### config.mk
export PLATFORM = sky130hd
export DESIGN_NAME = ps2_direction_rx
export DESIGN_NICKNAME = d
export VERILOG_FILES = /design/src/rtl/snake_pkg.sv /design/src/rtl/ps2_frame_rx.sv /design/src/rtl/ps2_direction_rx.sv
export SDC_FILE = /design/constraint.sdc
export NUM_CORES = 1
export LEC_CHECK = 0
export ABC_AREA = 1
export CORE_MARGIN = 2
export CORE_UTILIZATION = 53
export DETAILED_ROUTE_END_ITERATION = 10
export PLACE_DENSITY = 0.79
export SETUP_SLACK_MARGIN = 0.05
export SYNTH_ARGS = -nofsm -noshare
export SYNTH_HDL_FRONTEND = slang
export SYNTH_SLANG_ARGS = --single-unit
### constraint.sdc
create_clock -name VGA_clk -period 1.77 [get_ports VGA_clk]
set_clock_uncertainty 0.2 [all_clocks]
set_input_delay 0.354 -clock VGA_clk [delete_from_list [all_inputs] [get_ports VGA_clk]]
set_output_delay 0.354 -clock VGA_clk [all_outputs]
set_load 0.05 [all_outputs]
### src/rtl/snake_pkg.sv
// Shared direction encodings, PS/2 scan codes and helper functions for the snake game.
package snake_pkg;

  localparam logic [4:0] DIR_NONE  = 5'b00000;
  localparam logic [4:0] DIR_UP    = 5'b00010;
  localparam logic [4:0] DIR_LEFT  = 5'b00100;
  localparam logic [4:0] DIR_DOWN  = 5'b01000;
  localparam logic [4:0] DIR_RIGHT = 5'b10000;

  localparam logic [7:0] SC_E0    = 8'hE0;
  localparam logic [7:0] SC_F0    = 8'hF0;
  localparam logic [7:0] SC_W     = 8'h1D;
  localparam logic [7:0] SC_A     = 8'h1C;
  localparam logic [7:0] SC_S     = 8'h1B;
  localparam logic [7:0] SC_D     = 8'h23;
  localparam logic [7:0] SC_UP    = 8'h75;
  localparam logic [7:0] SC_LEFT  = 8'h6B;
  localparam logic [7:0] SC_DOWN  = 8'h72;
  localparam logic [7:0] SC_RIGHT = 8'h74;
  localparam logic [7:0] SC_ESC   = 8'h76;
  localparam logic [7:0] SC_SPACE = 8'h29;

  typedef enum logic [1:0] {
    ST_IDLE   = 2'd0,
    ST_DATA   = 2'd1,
    ST_PARITY = 2'd2,
    ST_STOP   = 2'd3
  } rx_state_e;

  function automatic logic [4:0] opposite(input logic [4:0] dir);
    logic [4:0] rev;
    case (dir)
      DIR_UP:    rev = DIR_DOWN;
      DIR_DOWN:  rev = DIR_UP;
      DIR_LEFT:  rev = DIR_RIGHT;
      DIR_RIGHT: rev = DIR_LEFT;
      default:   rev = DIR_NONE;
    endcase
    return rev;
  endfunction

  // Data byte plus its parity bit must contain an odd number of ones.
  function automatic logic odd_parity_ok(input logic [7:0] d, input logic p);
    return ^{d, p};
  endfunction

endpackage

### src/rtl/ps2_frame_rx.sv
// PS/2 frame receiver: synchronises KB_clk/data into VGA_clk, checks each 11-bit frame,
// and reports a received byte or a framing error as single-cycle pulses.
module ps2_frame_rx
  import snake_pkg::*;
#(
  parameter int TIMEOUT_CYC = 25000,
  parameter int SYNC_STAGES = 2
) (
  input  logic       VGA_clk,
  input  logic       rst,
  input  logic       KB_clk,
  input  logic       data,
  output logic [7:0] byte_data,
  output logic       byte_valid,
  output logic       frame_err
);

  localparam int TW = $clog2(TIMEOUT_CYC);
  localparam logic [TW-1:0] TMO_LAST = TW'(TIMEOUT_CYC - 1);

  logic [SYNC_STAGES-1:0] kb_sync_r, data_sync_r;
  logic                   kb_prev_r;
  logic                   fall_s, bit_s;
  rx_state_e              state_r, state_s;
  logic [2:0]             bit_cnt_r, bit_cnt_s;
  logic [7:0]             shreg_r, shreg_s, byte_r, byte_s;
  logic                   par_ok_r, par_ok_s;
  logic [TW-1:0]          tmo_r, tmo_s;
  logic                   byte_valid_r, byte_valid_s, frame_err_r, frame_err_s;

  assign fall_s     = kb_prev_r & ~kb_sync_r[SYNC_STAGES-1];
  assign bit_s      = data_sync_r[SYNC_STAGES-1];
  assign byte_data  = byte_r;
  assign byte_valid = byte_valid_r;
  assign frame_err  = frame_err_r;

  // Synchronisers, edge-detect history and all frame state registers.
  always_ff @(posedge VGA_clk) begin
    if (!rst) begin
      kb_sync_r    <= {SYNC_STAGES{1'b1}};
      data_sync_r  <= {SYNC_STAGES{1'b1}};
      kb_prev_r    <= 1'b1;
      state_r      <= ST_IDLE;
      bit_cnt_r    <= 3'd0;
      shreg_r      <= 8'h00;
      par_ok_r     <= 1'b0;
      tmo_r        <= '0;
      byte_r       <= 8'h00;
      byte_valid_r <= 1'b0;
      frame_err_r  <= 1'b0;
    end else begin
      kb_sync_r    <= {kb_sync_r[SYNC_STAGES-2:0], KB_clk};
      data_sync_r  <= {data_sync_r[SYNC_STAGES-2:0], data};
      kb_prev_r    <= kb_sync_r[SYNC_STAGES-1];
      state_r      <= state_s;
      bit_cnt_r    <= bit_cnt_s;
      shreg_r      <= shreg_s;
      par_ok_r     <= par_ok_s;
      tmo_r        <= tmo_s;
      byte_r       <= byte_s;
      byte_valid_r <= byte_valid_s;
      frame_err_r  <= frame_err_s;
    end
  end

  // Frame FSM next-state, timeout and pulse generation.
  always_comb begin
    state_s      = state_r;
    bit_cnt_s    = bit_cnt_r;
    shreg_s      = shreg_r;
    par_ok_s     = par_ok_r;
    tmo_s        = tmo_r;
    byte_s       = byte_r;
    byte_valid_s = 1'b0;
    frame_err_s  = 1'b0;
    if (state_r == ST_IDLE) begin
      tmo_s = '0;
    end else if (fall_s) begin
      tmo_s = '0;
    end else if (tmo_r == TMO_LAST) begin
      // Abort mid-frame; the partial byte is simply dropped.
      state_s     = ST_IDLE;
      frame_err_s = 1'b1;
      tmo_s       = '0;
    end else begin
      tmo_s = tmo_r + 1'b1;
    end
    if (fall_s) begin
      case (state_r)
        ST_IDLE: begin
          if (!bit_s) begin
            state_s   = ST_DATA;
            bit_cnt_s = 3'd0;
          end else begin
            frame_err_s = 1'b1;
          end
        end
        ST_DATA: begin
          shreg_s   = {bit_s, shreg_r[7:1]};
          bit_cnt_s = bit_cnt_r + 3'd1;
          if (bit_cnt_r == 3'd7) begin
            state_s = ST_PARITY;
          end else begin
            state_s = ST_DATA;
          end
        end
        ST_PARITY: begin
          par_ok_s = odd_parity_ok(shreg_r, bit_s);
          state_s  = ST_STOP;
        end
        ST_STOP: begin
          if (bit_s && par_ok_r) begin
            byte_valid_s = 1'b1;
            byte_s       = shreg_r;
          end else begin
            frame_err_s = 1'b1;
          end
          state_s = ST_IDLE;
        end
        default: state_s = ST_IDLE;
      endcase
    end else begin
      bit_cnt_s = bit_cnt_r;
    end
  end

endmodule

### src/rtl/ps2_direction_rx.sv
// PS/2 keyboard front end for the snake core: tracks E0/F0 prefixes, decodes WASD/arrow
// make codes into a one-hot direction, filters 180-degree reversals and flags space as restart.
module ps2_direction_rx
  import snake_pkg::*;
#(
  parameter int TIMEOUT_CYC = 25000,
  parameter int SYNC_STAGES = 2
) (
  input  logic       VGA_clk,
  input  logic       rst,
  input  logic       KB_clk,
  input  logic       data,
  output logic [4:0] direction,
  output logic       dir_valid,
  output logic       restart,
  output logic       frame_err
);

  logic [7:0] byte_data_s;
  logic       byte_valid_s;
  logic       ext_r, ext_s, brk_r, brk_s;
  logic [4:0] direction_r, direction_s, cand_s;
  logic       cand_hit_s;
  logic       dir_valid_r, dir_valid_s, restart_r, restart_s;

  ps2_frame_rx #(
    .TIMEOUT_CYC(TIMEOUT_CYC),
    .SYNC_STAGES(SYNC_STAGES)
  ) u_frame (
    .VGA_clk   (VGA_clk),
    .rst       (rst),
    .KB_clk    (KB_clk),
    .data      (data),
    .byte_data (byte_data_s),
    .byte_valid(byte_valid_s),
    .frame_err (frame_err)
  );

  assign direction = direction_r;
  assign dir_valid = dir_valid_r;
  assign restart   = restart_r;

  // Prefix flags and registered direction/pulse outputs.
  always_ff @(posedge VGA_clk) begin
    if (!rst) begin
      ext_r       <= 1'b0;
      brk_r       <= 1'b0;
      direction_r <= DIR_NONE;
      dir_valid_r <= 1'b0;
      restart_r   <= 1'b0;
    end else begin
      ext_r       <= ext_s;
      brk_r       <= brk_s;
      direction_r <= direction_s;
      dir_valid_r <= dir_valid_s;
      restart_r   <= restart_s;
    end
  end

  // Scan-code decode, prefix tracking and reversal filter.
  always_comb begin
    ext_s       = ext_r;
    brk_s       = brk_r;
    cand_s      = DIR_NONE;
    cand_hit_s  = 1'b0;
    restart_s   = 1'b0;
    direction_s = direction_r;
    dir_valid_s = 1'b0;
    if (byte_valid_s) begin
      if (byte_data_s == SC_E0) begin
        ext_s = 1'b1;
      end else if (byte_data_s == SC_F0) begin
        brk_s = 1'b1;
      end else begin
        ext_s = 1'b0;
        brk_s = 1'b0;
        if (brk_r) begin
          cand_hit_s = 1'b0;
        end else if (ext_r) begin
          case (byte_data_s)
            SC_UP:    begin cand_s = DIR_UP;    cand_hit_s = 1'b1; end
            SC_LEFT:  begin cand_s = DIR_LEFT;  cand_hit_s = 1'b1; end
            SC_DOWN:  begin cand_s = DIR_DOWN;  cand_hit_s = 1'b1; end
            SC_RIGHT: begin cand_s = DIR_RIGHT; cand_hit_s = 1'b1; end
            default:  cand_hit_s = 1'b0;
          endcase
        end else begin
          case (byte_data_s)
            SC_W:     begin cand_s = DIR_UP;    cand_hit_s = 1'b1; end
            SC_A:     begin cand_s = DIR_LEFT;  cand_hit_s = 1'b1; end
            SC_S:     begin cand_s = DIR_DOWN;  cand_hit_s = 1'b1; end
            SC_D:     begin cand_s = DIR_RIGHT; cand_hit_s = 1'b1; end
            SC_ESC:   begin cand_s = DIR_NONE;  cand_hit_s = 1'b1; end
            SC_SPACE: restart_s = 1'b1;
            default:  cand_hit_s = 1'b0;
          endcase
        end
      end
    end else begin
      cand_hit_s = 1'b0;
    end
    // Centre has no opposite, so it both accepts and can be chosen from any heading.
    if (cand_hit_s && (cand_s != direction_r) && (cand_s != opposite(direction_r))) begin
      direction_s = cand_s;
      dir_valid_s = 1'b1;
    end else begin
      dir_valid_s = 1'b0;
    end
  end

endmodule

Word-level counts from Yosys, hierarchy flattened --
Cells that the tools add are included.
Word-level totals: flip-flop bits (word level) 53, latch bits 0, RAM bits 0, ROM bits 0, input bits 4, output and inout bits 8, word-level logic and storage cells 101, memories kept 0
Operators by class: add/sub/neg operators 2, $mul 0, div/mod/pow operators 0, $lt $le $gt $ge 0, equality and inequality tests 25, shift-type cells 0, muxes and demuxes 36, bitwise gates (word level) 5, reductions and logical operators 17
Operators with widths (number):
- 5-bit case mux with 4 select lines | 3
- 8-bit by 7-bit equality test with 1-bit output, second input constant | 5
- 5-bit 2-to-1 mux | 5
- 8-bit by 5-bit equality test with 1-bit output, second input constant | 3
- 1-bit 2-to-1 mux | 19
- 8-bit by 6-bit equality test with 1-bit output, second input constant | 2
- 8-bit equality test, second input constant | 2
- 15-bit by 1-bit adder with 15-bit output, second input constant | 1
- 15-bit equality test, second input constant | 1
- 2-bit 2-to-1 mux | 5
- 5-bit inequality test | 2
- 3-bit AND reduction | 3
- 9-bit XOR reduction | 1
- 2-bit case mux with 4 select lines | 1
- 2-bit AND reduction | 4
- 4-bit OR reduction | 2
- 3-bit case mux with 2 select lines | 1
- 6-bit OR reduction | 1
- 5-bit by 2-bit equality test with 1-bit output, second input constant | 1
- 5-bit by 3-bit equality test with 1-bit output, second input constant | 1
- 5-bit by 4-bit equality test with 1-bit output, second input constant | 1
- 5-bit equality test, second input constant | 1
- 5-bit OR reduction | 1
- 2-bit equality test, second input constant | 2
- other kinds (11) | 17

Longest topological paths before layout --
depth in word-level cells 11, depth in mapped cells 15

By module --
A second synthesis with hierarchy kept.
Unflattened totals: cell total of the unflattened synthesis 440, area, all modules 2956.6 um^2
Modules (own cells, without submodules):
- ps2_frame_rx | times used 1, cells each 278, area each 2062.0 um^2
- ps2_direction_rx | times used 1, cells each 162, area each 894.6 um^2

Worst setup path after synthesis --
No wires, ideal clock.
path type reg-to-reg, start register direction_r[1] (netlist: direction[1]), end register direction_r[1] (netlist: direction[1]), data arrival time 1.632 ns, data required time 1.506 ns, setup slack -0.126 ns, cell stages (with the launch flop) 13, path buffers 0, clock period less this slack 1.896 ns, cell sequence dfxtp_1 -> inv_1 -> nor3_1 -> inv_1 -> nand2_1 -> nand2_1 -> nand2_1 -> inv_2 -> nand2_4 -> nand3_4 -> nand2_1 -> inv_1 -> nor2_1
On the way: cells in the longest elaborated chain, start to end 4, elaborated cells on any way between the ends 9
RTL lines:
- from (decl) | line ps2_direction_rx.sv:22 | logic [4:0] direction_r, direction_s, cand_s;
- from (signal assigned) | line ps2_direction_rx.sv:54 | direction_r <= direction_s;
- 5-bit equality test (tied with other cells) | line snake_pkg.sv:32 | case (dir)
- 5-bit case mux with 4 select lines | line snake_pkg.sv:32
- 5-bit inequality test | line ps2_direction_rx.sv:103 | if (cand_hit_s && (cand_s != direction_r) && (cand_s != opposite(direction_r))) begin
- 1-bit logical AND (*) | line ps2_direction_rx.sv:103
Mark *: on every way between the ends. The rest lies on a longest branch, timed or not. A chain may end at the register's enable or synchronous reset.

Worst setup path after layout --
start register u_frame.byte_r[3] (netlist: u_frame.byte_data[3]), end register direction_r[4] (netlist: direction[4])
On the way: cells in the longest elaborated chain, start to end 10, elaborated cells on any way between the ends 31
RTL lines:
- from (decl) | line ps2_frame_rx.sv:26 | logic [7:0] shreg_r, shreg_s, byte_r, byte_s;
- from (signal assigned) | line ps2_frame_rx.sv:60 | byte_r <= byte_s;
- 8-bit by 6-bit equality test with 1-bit output (tied with other cells) | line ps2_direction_rx.sv:88 | case (byte_data_s)
- 5-bit case mux with 4 select lines (tied with other cells) | line ps2_direction_rx.sv:88
- 5-bit 2-to-1 mux (tied with other cells) | line ps2_direction_rx.sv:79 | end else if (ext_r) begin
- 5-bit 2-to-1 mux or 1-bit 2-to-1 mux (tied branches) | line ps2_direction_rx.sv:77, ps2_direction_rx.sv:79
- 5-bit 2-to-1 mux or 1-bit 2-to-1 mux (tied branches) | line ps2_direction_rx.sv:72, ps2_direction_rx.sv:77
- 5-bit 2-to-1 mux or 1-bit 2-to-1 mux (tied branches) | line ps2_direction_rx.sv:70, ps2_direction_rx.sv:72
- 5-bit 2-to-1 mux or 1-bit 2-to-1 mux (tied branches) | line ps2_direction_rx.sv:69, ps2_direction_rx.sv:70
- 5-bit inequality test or 1-bit 2-to-1 mux (tied branches) | line ps2_direction_rx.sv:103, ps2_direction_rx.sv:69
- 1-bit logical AND (2 in series) | line ps2_direction_rx.sv:103
Several ways; a longest one is shown, not always the timed one.

==> flow_metrics.py <==
metrics = {
    "status": {
        "outcome": "finished with violations",
        "violations": "setup timing",
    },
    "timing": {
        "fin_crit_ns": 2.01,
        "post-route-period-util_pct": 114,
        "setup_slack_ns": -0.242,
        "worst_hold_slack_ns": 0.219,
        "setup-violations-final": 10,
        "slew_viol_final": 0,
        "rsz0062_at_grt": "true",
        "finalHoldViolCount": 0,
        "fmax_mhz": 497,
        "tns_ns": -1.58,
    },
    "clock_network": {
        "root_buffer": "clkbuf_8",
        "clock_path_buffers": 2,
        "clk_pin_slew_ns": 0.10,
        "postCtsHoldBufs": 0,
        "insertion_delay_ns": 0.31,
        "cts.sinks": 52,
        "cts_tree": "done",
        "numCtsBuffers": 5,
        "ctsHtreeMaxLevel": 2,
    },
    "critical_path": {
        "critPathMaxFanout": 5,
        "cp_slowest_cell": "dfxtp_4",
        "r2r_cells": 13,
        "crit_top_cell": "nor2_4",
        "arrival_ns": 2.03,
        "endpoint_kind": "register",
        "path_cells": "nor2_4, nand3_2, nor2_4, nor2_4, buf_6, nand3_2, nand2_1, nor2_2, nand2_4, nand3_4, nand2_2, inv_2, nor2_1",
        "worstSetupPathType": "reg2reg",
        "slowest_delay_ns": 0.39,
        "startpoint_type": "register",
        "worstPathRequired_ns": 1.79,
    },
    "routing": {
        "drc": 0,
        "avgRoutedWirePerCell_um": 14.4,
        "routed-via-count": 2888,
        "dr.pass1.iters": 6,
        "ant_nets": 0,
        "routed_wl_mm": 7.69,
        "drt_iter0_drc": 125,
        "via_per_inst": 5.42,
    },
    "cells_and_area": {
        "area_growth_syn_to_layout_pct": 41.2,
        "multi_input_area_um2": 1790,
        "regArea_um2": 1070,
        "fill_cells": 341,
        "layout.nets": 473,
        "fin_cells": 533,
        "drive_gt1_share_pct": 42.3,
        "num_antenna_cells": 0,
        "final_core_util_pct": 77.0,
    },
    "placed_design": {
        "gp_congestion": 0.936,
        "portBuffers": 10,
        "placed_cells": 505,
        "dp_hpwl_mm": 4.70,
    },
    "pwr": {
        "power.leakage_nw": 1.56,
        "p_per_area_nw_per_um2": 538,
        "p_total_w": 0.00210,
        "irDropWorstVdd_v": 0.000797,
    },
    "synth": {
        "seq_area_frac_synth_pct": 37.6,
        "synth-warning-count": 0,
        "avgSynthCellArea_um2": 7.15,
        "netlist_area_um2": 2770,
        "yosys.cell_types.count": 37,
        "synthTopCellsByArea": "dfxtp_1, nand2_1, nand3_1",
        "synth_top_area_share_pct": 37.6,
        "yosysTopAreaCell": "dfxtp_1",
        "syn_nets": 398,
        "syn_inst": 387,
        "ys_ff_latch": 52,
    },
    "global_routing": {
        "grt_usage_pct": 25.2,
        "grt_pass1_wl_mm": 12.2,
        "antenna_found_initial": 0,
        "grt-ovfl-total": 0,
        "grt_max_degree": 20,
        "first_global_vias": 2826,
    },
    "die": {
        "start_util_pct": 54.5,
        "core.rowCount": 26,
        "die_h_um": 76.3,
        "die_w_um": 76.3,
        "num_io_pins": 12,
        "fp.dieArea_um2": 5820,
        "core_area_um2": 5070,
    },
    "worst_hold_path": {
        "hp-class": "reg2reg",
        "holdPathStages": 1,
    },
    "job": {
        "cap_violations": 0,
    },
}
[state kept, by name, summed over array words and instances, names as in the netlist]
name and flops:
restart 1, u_frame.kb_sync_r 2, ext_r 1, u_frame.shreg_r 8, u_frame.frame_err 1, u_frame.par_ok_r 1, u_frame.byte_data 8, u_frame.tmo_r 15
u_frame.byte_valid 1, u_frame.bit_cnt_r 3, u_frame.data_sync_r 2, u_frame.kb_prev_r 1, u_frame.state_r 2, brk_r 1, dir_valid 1, direction 4
[power by group]
part | internal (W) | switching (W)
Clock | 0.000462 | 0.000392
Sequential | 0.00117 | 0.00000378
Combinational | 0.0000258 | 0.0000432
[stage by stage]
stage          cell area, um2  setup WS (ns)
2_1_floorplan            2790         0.0722
3_3_place_gp             3330        -0.0869
3_5_place_dp             3330         -0.138
4_1_cts                  3710        -0.0649
5_1_grt                  3910         -0.351
6_report                 3910         -0.242
[what timing repair did]
item,4_1_cts,5_1_grt
endpoints found under the setup margin,10,32
cloned,1,0
setup buffers,11,10
resized for setup,57,41
pin swaps,14,24
[final timing paths]
kind                                     startpoint                               to  slack (ns)
hold reg to reg     u_frame.kb_sync_r[0]$_SDFF_PN1_  u_frame.kb_sync_r[1]$_SDFF_PN1_        0.22
hold / removal      u_frame.kb_sync_r[0]$_SDFF_PN1_  u_frame.kb_sync_r[1]$_SDFF_PN1_        0.22
setup / recovery  u_frame.byte_data[3]$_SDFFE_PN0P_        direction[4]$_SDFFE_PN0P_       -0.24
setup reg to reg  u_frame.byte_data[3]$_SDFFE_PN0P_        direction[4]$_SDFFE_PN0P_       -0.24
[cell families (layout without fill, tap and decap cells)]
kind of cell	after synthesis	in the layout	share of synthesized area (%)
other cells	1	1	0.135
simple gates	207	208	37.4
buf+inv	56	131	8.09
compound gates	53	53	10.1
xor+xnor	11	11	3.48
fa+ha+maj	7	7	3.16
flops	52	52	37.6
[critical path, delay by kind of cell, from the launching register on]
family	cells	cell delay [ns]
AND/OR/NAND/NOR	11	1.13
flip-flops	1	0.39
buffers and inverters	2	0.19
[metal layers]
metal | track usage (%) | routed length (um) | vias up
li1 | - | - | 1413
met1 | 29.7 | 3150 | 1352
met2 | 45.8 | 3950 | 95
met3 | 3.91 | 317 | 28
met4 | 9.64 | 265 | 0
met5 | 0 | 0 | -
[cell usage after synthesis, drive strengths merged]
| cell | instances |
|---|---|
| nor2 | 51 |
| nor3 | 9 |
| clkinv | 1 |
| dfxtp | 52 |
| nor3b | 2 |
| o21ai | 17 |
| nand2 | 82 |
| buf | 5 |
| nand3 | 43 |
| inv | 46 |
| o221ai | 1 |
| or2 | 4 |
| ha | 7 |
| xor2 | 5 |
| nor4 | 2 |
| nand4 | 13 |
| a21oi | 31 |
| o21bai | 1 |
| clkbuf | 4 |
| o211ai | 1 |
| conb | 1 |
| a211o | 1 |
| xnor2 | 6 |
| nand3b | 1 |
| o21a | 1 |
[area by class of cell]
type,instances,area share (%)
inverter,47,4.61
tap,70,2.24
sequential,52,27.3
timing repair buffer,76,17.1
clock inverter,2,0.993
multi-input combinational,280,45.7
clock buffer,6,2.11
[placed cells by master, fill, tap and decap left out, types with 6 or more instances in the layout]
cell / Yosys / routed
inv_2: 6 / 15
buf_6: 1 / 7
nand3_1: 36 / 25
a21oi_1: 31 / 29
nand2_2: 2 / 17
nor2_2: 13 / 13
nand4_1: 13 / 13
xnor2_1: 6 / 6
nand2_1: 78 / 60
o21ai_0: 17 / 14
nand3_2: 6 / 13
inv_1: 40 / 30
ha_1: 7 / 6
nor2_4: 3 / 14
buf_4: 1 / 61
dfxtp_2: 0 / 17
dfxtp_1: 52 / 34
nor2_1: 35 / 25
clkbuf_8: 0 / 6
No activity file was read; power rests on OpenSTA's default activity.
